**config.mk**
```make
export PLATFORM = sky130hd
export DESIGN_NAME = lr_shift_deser
export DESIGN_NICKNAME = d
export VERILOG_FILES = /design/src/rtl/lr_shift_deser.sv
export SDC_FILE = /design/constraint.sdc
export NUM_CORES = 1
export LEC_CHECK = 0
export BUFFER_PORTS_ARGS = -buffer_cell sky130_fd_sc_hd__buf_2
export CAP_MARGIN = 25
export CORE_UTILIZATION = 58
export DETAILED_ROUTE_END_ITERATION = 10
export PLACE_DENSITY = 0.91
export SLEW_MARGIN = 20
export SYNTH_ARGS = -nofsm -noshare
export SYNTH_HDL_FRONTEND = slang
export SYNTH_SLANG_ARGS = --single-unit
```
**constraint.sdc**
```tcl
create_clock -name clk -period 2.35 [get_ports clk]
set_input_delay 0.1175 -clock clk [delete_from_list [all_inputs] [get_ports clk]]
set_output_delay 0.1175 -clock clk [all_outputs]
set_load 0.02 [all_outputs]
```
**src/rtl/lr_shift_deser.sv**
```systemverilog
// LR shift-register serial receiver with valid/ready output buffer.
// Optional parity check enabled by defining PARITY_CHECK_EN.
module lr_shift_deser #(
  parameter int unsigned W = 8
) (
  input  logic         clk,
  input  logic         rst,
  input  logic         Start,
  input  logic         Dir,
  input  logic         Si,
  input  logic         Sv,
  input  logic         Ready,
  output logic [W-1:0] Out,
  output logic         Valid,
  output logic         Busy,
  output logic         Overrun,
  output logic         Perr
);

  localparam int unsigned CW = $clog2(W + 1);
`ifdef PARITY_CHECK_EN
  localparam logic [CW-1:0] LAST = CW'(W);
`else
  localparam logic [CW-1:0] LAST = CW'(W - 1);
`endif

  typedef enum logic {
    IDLE,
    RECV
  } state_t;

  state_t        r_state;
  state_t        w_state_nxt;
  logic [CW-1:0] r_cnt;
  logic          r_dir;
  logic [W-1:0]  r_sh;
  logic [W-1:0]  r_out;
  logic          r_valid;
  logic          r_overrun;
  logic          r_perr;

  logic          w_sample;
  logic          w_done;
  logic [W-1:0]  w_shifted;
  logic [W-1:0]  w_word;
  logic          w_perr;
  logic          w_load;

  // Start always wins over a sampled bit, so a completing bit in a Start cycle is discarded.
  assign w_sample  = (r_state == RECV) && Sv && !Start;
  assign w_done    = w_sample && (r_cnt == LAST);
  assign w_shifted = r_dir ? {r_sh[W-2:0], Si} : {Si, r_sh[W-1:1]};
  assign w_load    = w_done && (!r_valid || Ready);

`ifdef PARITY_CHECK_EN
  // The parity bit arrives last and is never shifted into the data register.
  assign w_word = r_sh;
  assign w_perr = (^r_sh) ^ Si;
`else
  assign w_word = w_shifted;
  assign w_perr = 1'b0;
`endif

  always_comb begin
    w_state_nxt = r_state;
    case (r_state)
      IDLE: if (Start) w_state_nxt = RECV;
      RECV: begin
        if (Start)       w_state_nxt = RECV;
        else if (w_done) w_state_nxt = IDLE;
      end
      default: w_state_nxt = IDLE;
    endcase
  end

  always_ff @(posedge clk) begin
    if (rst) begin
      r_state   <= IDLE;
      r_cnt     <= '0;
      r_dir     <= 1'b0;
      r_sh      <= '0;
      r_out     <= '0;
      r_valid   <= 1'b0;
      r_overrun <= 1'b0;
      r_perr    <= 1'b0;
    end else begin
      r_state <= w_state_nxt;

      if (Start) begin
        r_cnt <= '0;
        r_dir <= Dir;
        r_sh  <= '0;
      end else if (w_sample) begin
        r_cnt <= r_cnt + 1'b1;
`ifdef PARITY_CHECK_EN
        if (r_cnt != LAST) r_sh <= w_shifted;
`else
        r_sh <= w_shifted;
`endif
      end

      if (w_load) begin
        r_out   <= w_word;
        r_perr  <= w_perr;
        r_valid <= 1'b1;
      end else if (r_valid && Ready) begin
        r_valid <= 1'b0;
      end

      if (Start)
        r_overrun <= 1'b0;
      else if (w_done && r_valid && !Ready)
        r_overrun <= 1'b1;
    end
  end

  assign Out     = r_out;
  assign Valid   = r_valid;
  assign Busy    = (r_state == RECV);
  assign Overrun = r_overrun;
`ifdef PARITY_CHECK_EN
  assign Perr    = r_perr;
`else
  assign Perr    = 1'b0;
`endif

endmodule

```
==> qor.yml, run 1 <==
status: "finished, final reports clean"
grt_overflow_total: 0
via_count: 862
ir_drop_mv: 0.3608
ys_async_sr_fraction_pct: 0
hp-class: "in2reg"
drv_slew: 0
slowest_delay_ns: 0.56
post-route-min-period_ns: 1.641
place_ws_ns: 0.7682
clock_latency_ns: 0.31
grt_first_pass_wirelength_mm: 3.332
grt_setup_unrepaired: "false"
first_pass_iters: 4
busiest_layer: "met2"
relSlewSlack_pct: 48.54
place_area_um2: 1166
synth.avg_cell_area_um2: 10.15
die_y_um: 46.48
die_w_um: 46.48
finalCritPeriodShare_pct: 69.83
grtUsageMet1_pct: 31.55
cts_hold_buf: 0
fmax_mhz: 609.4
crit_buf_inv: 0
track_usage_pct: 21.67
hold_viol: 0
clk_path_buf_depth: 2
netlist.area_leader.share_pct: 41.88
synth-seq-cells: 24
fin_ws_ns: 0.7090
required_ns: 2.55
cts_resized: 0
critPathTopFamily: "simple AND/OR/NAND/NOR gates"
final_util_pct: 66.67
h-tree-depth: 1
wire_per_inst_um: 14.57
n_fill_cell: 136
multi_input_area_um2: 565.5
crit_arrival_ns: 1.84
ys_warn_count: 0
critPathSlowestCell: "and3b_1"
synthDistinctLibCells: 30
hpwl_mm: 1.487
clk_pin_slew_ns: 0.12
endpoint_kind: "flop"
synth-seq-area-share_pct: 41.88
die_area_um2: 2160
crit_chain: "ha_1, and3b_1, nand4_1, nor3b_2"
final_cell_area_um2: 1189
drtAntennaViolNets: 0
setup_violations: 0
worst_pin_slew_ns: 0.7720
synthTopCellsByCount: "24 x dfxtp_1, 13 x nor2_1, 10 x mux2i_1"
core_um2: 1783
synth_edf_count: 0
synth_fp_nets: 121
synthFlopType: "dfxtp_1"
netlist_area_um2: 1147
tritoncts: "done"
path_class: "reg2reg"
routed_wl_mm: 2.113
antenna_found_initial: 0
clockRootBuffer: "clkbuf_4"
area_growth_pct: 3.599
placed_cells: 142
first_iter_violations: 31
p_per_area_nw_per_um2: 543.4
gp_congestion: 0.7889
setup_tns_ns: 0
finClkSkew_ns: 0.003972
grt_max_degree: 24
initial_core_util_pct: 64.35
stdcell_count: 145
p_leak_nw: 0.4417
seq_area_um2: 480.5
cp-start-kind: "flop"
met2_usage_pct: 31.67
synth_top_cell_by_area: "dfxtp_1"
grt_pass1_vias: 746
met3_usage_pct: 2.745
drive_above_1_share_pct: 28.33
io_buffer_count: 17
nNetsFinal: 130
synth.top_cells.by_area: "dfxtp_1 42%, mux2i_1 8.7%, nor3b_2 8.7%"
cp_max_fo: 18
rows: 15
clock_sinks: 24
antennaDiodeCount: 0
max_cap_viol_count: 0
synth_cells: 113
postCtsSetupBuffers: 0
remaining_drc_errors: 0
io_pins: 19
routed_via_density: 5.945
cts_buffers: 3
synth.most_common_cell: "dfxtp_1"
[worst paths after layout]
check	from	endpoint	slack [ns]	cells past startpoint
worst max-delay path	r_cnt[0]	Out[2]	0.71	4
worst min-delay path	Sv	Busy	0.05	2
worst max register to register	r_cnt[0]	Out[2]	0.71	4
worst min register to register	Overrun	Overrun	0.48	2
[layout by cell type, fill, tap and decap left out]
cell type / netlist / routed
o31ai_2: 1 / 1
a211oi_1: 6 / 6
or2_2: 1 / 1
inv_1: 1 / 1
mux2i_1: 10 / 10
and2_1: 1 / 1
and3b_1: 2 / 2
nor3b_2: 8 / 8
xor2_1: 1 / 1
nor2_1: 13 / 13
a21oi_1: 1 / 1
xnor2_1: 1 / 1
nand4b_1: 1 / 1
a31oi_1: 8 / 8
a211oi_2: 2 / 2
nand4_1: 9 / 9
nand2_1: 3 / 3
nand2b_1: 1 / 1
a311oi_1: 1 / 1
ha_1: 1 / 1
o221a_2: 1 / 1
dfxtp_1: 24 / 24
conb_1: 1 / 1
or3_1: 1 / 1
buf_2: 6 / 17
nand2_2: 1 / 1
clkbuf_4: 0 / 3
[cell families (layout without fill, tap and decap cells)]
family	count (synthesis)	count (layout)	synth area share [%]
AO/OA/AOI/OAI	20	20	13.74
XOR/XNOR	2	2	1.527
adder cells (fa/ha/maj)	1	1	1.090
buffers and inverters	14	21	8.832
flip-flops	24	24	41.88
multiplexers	10	10	8.724
other	1	1	0.3268
AND/OR/NAND/NOR	41	41	23.88
[state kept, by name, indices dropped and copies added (netlist names)]
register / cells
Busy: 1
Out: 8
Overrun: 1
Valid: 1
r_cnt: 4
r_dir: 1
r_sh: 8
[worst reg2reg max path, delay by kind of cell, from the launching register on]
family                     cells  cell delay [ns]
DFF                            1             0.40
and+or+nand+nor                3             0.95
adders and majority gates      1             0.18
[per-stage QoR]
step                      power, mW  hold slack, ns
after detailed placement     0.4823          0.3748
after global routing         0.6644         0.05852
after global placement       0.4792          0.3498
final                        0.6459         0.04781
after CTS                    0.6478         0.05135
after floorplan              0.4746          0.1896
[area by class of cell]
type	instances	share of cell area, %
well taps	25	2.632
inverters	1	0.3158
clock buffers	3	1.895
multi-input cells	75	47.58
repair buffers	17	7.158
flip-flops and latches	24	40.42
[power breakdown]
part | internal [mW] | switching, mW | total (mW)
clock network | 0.0600 | 0.112 | 0.172
logic | 0.0190 | 0.0325 | 0.0516
registers | 0.413 | 0.00868 | 0.422
[layer usage]
metal / up-vias / wire length (µm)
met5: - / 0
met3: 5 / 80
met1: 413 / 1030
li1: 427 / -
met4: 0 / 35
met2: 17 / 967
(Power assumes the default switching activity.)
==> run 2, diff against run 1 <==
--- a/config.mk
+++ b/config.mk
@@ -7,9 +7,9 @@
 export LEC_CHECK = 0
 export BUFFER_PORTS_ARGS = -buffer_cell sky130_fd_sc_hd__buf_2
 export CAP_MARGIN = 25
-export CORE_UTILIZATION = 58
+export CORE_UTILIZATION = 49
 export DETAILED_ROUTE_END_ITERATION = 10
-export PLACE_DENSITY = 0.91
+export PLACE_DENSITY = 0.83
 export SLEW_MARGIN = 20
 export SYNTH_ARGS = -nofsm -noshare
 export SYNTH_HDL_FRONTEND = slang
==> constraint.sdc (replaced) <==
create_clock -name clk -period 1.3 [get_ports clk]
set_input_delay 0.065 -clock clk [delete_from_list [all_inputs] [get_ports clk]]
set_output_delay 0.065 -clock clk [all_outputs]
set_load 0.02 [all_outputs]
==> run 2 against run 1 <==
Effect of this change:
- the flow now finishes with violations (setup timing)
- routed wire length increased by 24%
- clock-buffer cell count is 1 higher
- highest routed layer unchanged
- largest cell class unchanged
- non-clock buffer count is 13 higher
- worst hold slack better by 0.031 ns
- design area rose by 29%
- power rose by 100%
- first-iteration DRC count fell by 16%
- worst setup slack lost 0.75 ns
- via count grew 11%
- critical path type unchanged
- global-route usage grew 2.4 points
- maximum frequency grew 22%
==> qor.yml, run 2 (synthesis gave the netlist of run 1 again) <==
mostFrequentLayoutCell: "dfxtp_1"
routed-wl-met2_mm: 1.260  # +30%
p_per_area_nw_per_um2: 854.0  # +57%
finClkSkew_ns: 0.002235  # -0.001737 ns
grt_setup_unrepaired: "true"
antenna_found_initial: 0  # unchanged
violations: "setup timing"
wl_met3_um: 120  # +50%
grt_pass1_vias: 901  # +21%
r2r_cells: 5  # +1
h-tree-depth: 1  # unchanged
wire_per_inst_um: 16.14  # +11%
crit_chain: "ha_4, and3b_2, clkbuf_16, a31oi_4, nor3b_2"
slowest_delay_ns: 0.38  # -0.18 ns
finalPower_mw: 1.309  # +100%
post-route-min-period_ns: 1.344  # -0.2969 ns
critPathSlowestCell: "dfxtp_2"
setup_tns_ns: -0.1006  # -0.1006 ns
finalCritPeriodShare_pct: 103.4  # +34 points
crit_buf_inv: 1  # +1
fmax_mhz: 744.0  # +22%
initial_core_util_pct: 51.87  # -12 points
clk_path_buf_depth: 2  # unchanged
core_um2: 2212  # +24%
routed_via_density: 5.901  # -0.73%
drive_above_1_share_pct: 44.78  # +16 points
nNetsFinal: 143  # +10%
area_growth_pct: 33.59
drv_slew: 0  # unchanged
remaining_drc_errors: 0  # unchanged
hold_slack_ns: 0.07921  # +0.03140 ns
clockRootBuffer: "clkbuf_4"
crit_arrival_ns: 1.61  # -0.23 ns
rows: 17  # +2
required_ns: 1.56  # -0.99 ns
timing.rr.end: "Out[7]"
setup_violations: 6  # +6
n_fill_cell: 152  # +12%
hpwl_mm: 1.692  # +14%
max_cap_viol_count: 0  # unchanged
grt_overflow_total: 0  # unchanged
hold_viol: 0  # unchanged
cp-start-kind: "flop"
first_iter_violations: 26  # -16%
clock_sinks: 24  # unchanged
hp-class: "in2reg"
timing.rr.start: "r_cnt[0]"
tritoncts: "done"
grt_first_pass_wirelength_mm: 4.422  # +33%
status: "complete, but fails checks"
io_buffer_count: 17  # unchanged
cp_max_fo: 8  # -10
via_count: 956  # +11%
first_pass_iters: 4  # unchanged
crit_start: "r_cnt[0]"
antennaDiodeCount: 0  # unchanged
p_leak_nw: 0.5521  # +25%
whs_path_depth: 3  # +1
met1_length_mm: 1.164  # +13%
final_cell_mix: "21 x dfxtp_1, 17 x buf_2, 13 x nor2_1, 10 x mux2i_1, 9 x nand4_1"
cts_buffers: 3  # unchanged
top_layer: "met4"
endpoint_kind: "flop"
gp_congestion: 0.8498  # +7.7%
critPathTopFamily: "simple AND/OR/NAND/NOR gates"
fin_ws_ns: -0.04406  # -0.7531 ns
routed_wl_mm: 2.615  # +24%
clock_latency_ns: 0.33  # +0.02 ns
multi_input_area_um2: 705.7  # +25%
clk_pin_slew_ns: 0.13  # about the same
drtAntennaViolNets: 0  # unchanged
die_y_um: 50.39  # +8.4%
path_class: "reg2reg"
io_pins: 19  # unchanged
reg2reg_slack_ns: -0.04  # -0.75 ns
seq_area_um2: 484.2  # +0.78%
crit_path_end: "Out[7]"
worst-path-stages: 5  # +1
track_usage_pct: 24.11  # +2.4 points
grt_max_degree: 24  # unchanged
die_area_um2: 2539  # +18%
die_w_um: 50.39  # +8.4%
ir_drop_mv: 0.9918  # +170%
-- run 2: layer usage --
| metal | global-route usage (%) | vias to the layer above |
|---|---|---|
| li1 | - | 453 |
| met3 | 4.848 | 7 |
| met5 | 0 | - |
| met1 | 32.21 | 469 |
| met4 | 13.89 | 0 |
| met2 | 35.78 | 27 |
-- run 2: power by group --
group          internal [mW]  leakage, nW  switching, mW
Sequential             0.748        0.195         0.0104
Clock                  0.172       0.0210          0.240
Combinational         0.0614        0.336         0.0776
-- run 2: how the worst min path moves through the flow --
stage	startpoint	end	slack, ns
after floorplan	rst	Busy	0.13
after global placement	Dir	r_dir	0.30
after detailed placement	Sv	Busy	0.31
after CTS	Start	Busy	0.02
after global routing	Start	r_dir	0.09
final	Start	Busy	0.08
-- run 2: layout make-up --
| cell class | instances | share of cell area, % |
|---|---|---|
| inverter | 1 | 0.2449 |
| sequential | 24 | 31.59 |
| timing repair buffer | 30 | 17.47 |
| clock buffer | 4 | 2.367 |
| tap | 28 | 2.286 |
| multi-input combinational | 75 | 46.04 |
-- run 2: tightest hold or removal path, stage by stage --
cell and delay, ns:
buf_2 0.15, inv_1 0.08, a311oi_2 0.09
-- run 2: timing repair --
item,4_1_cts,5_1_grt
pin swaps,0,9
buffers inserted,1,0
hold buffers,2,0
endpoints found under the setup margin,8,10
endpoints found under the hold margin,2,0
gates resized for setup,5,2
gates cloned,1,0
-- run 2: through the flow --
| step | std cells | utilization, % | setup slack (ns) | instance area [µm²] |
|---|---|---|---|---|
| after floorplan | 113 | - | 0.001876 | 1286 |
| after CTS | 162 | 69.12 | -0.009105 | 1529 |
| final | 162 | 69.29 | -0.04406 | 1533 |
| after detailed placement | 154 | 64.37 | -0.04785 | 1424 |
| after global routing | 162 | 69.29 | -0.07870 | 1533 |
| after global placement | 154 | 64.37 | 0.02672 | 1424 |
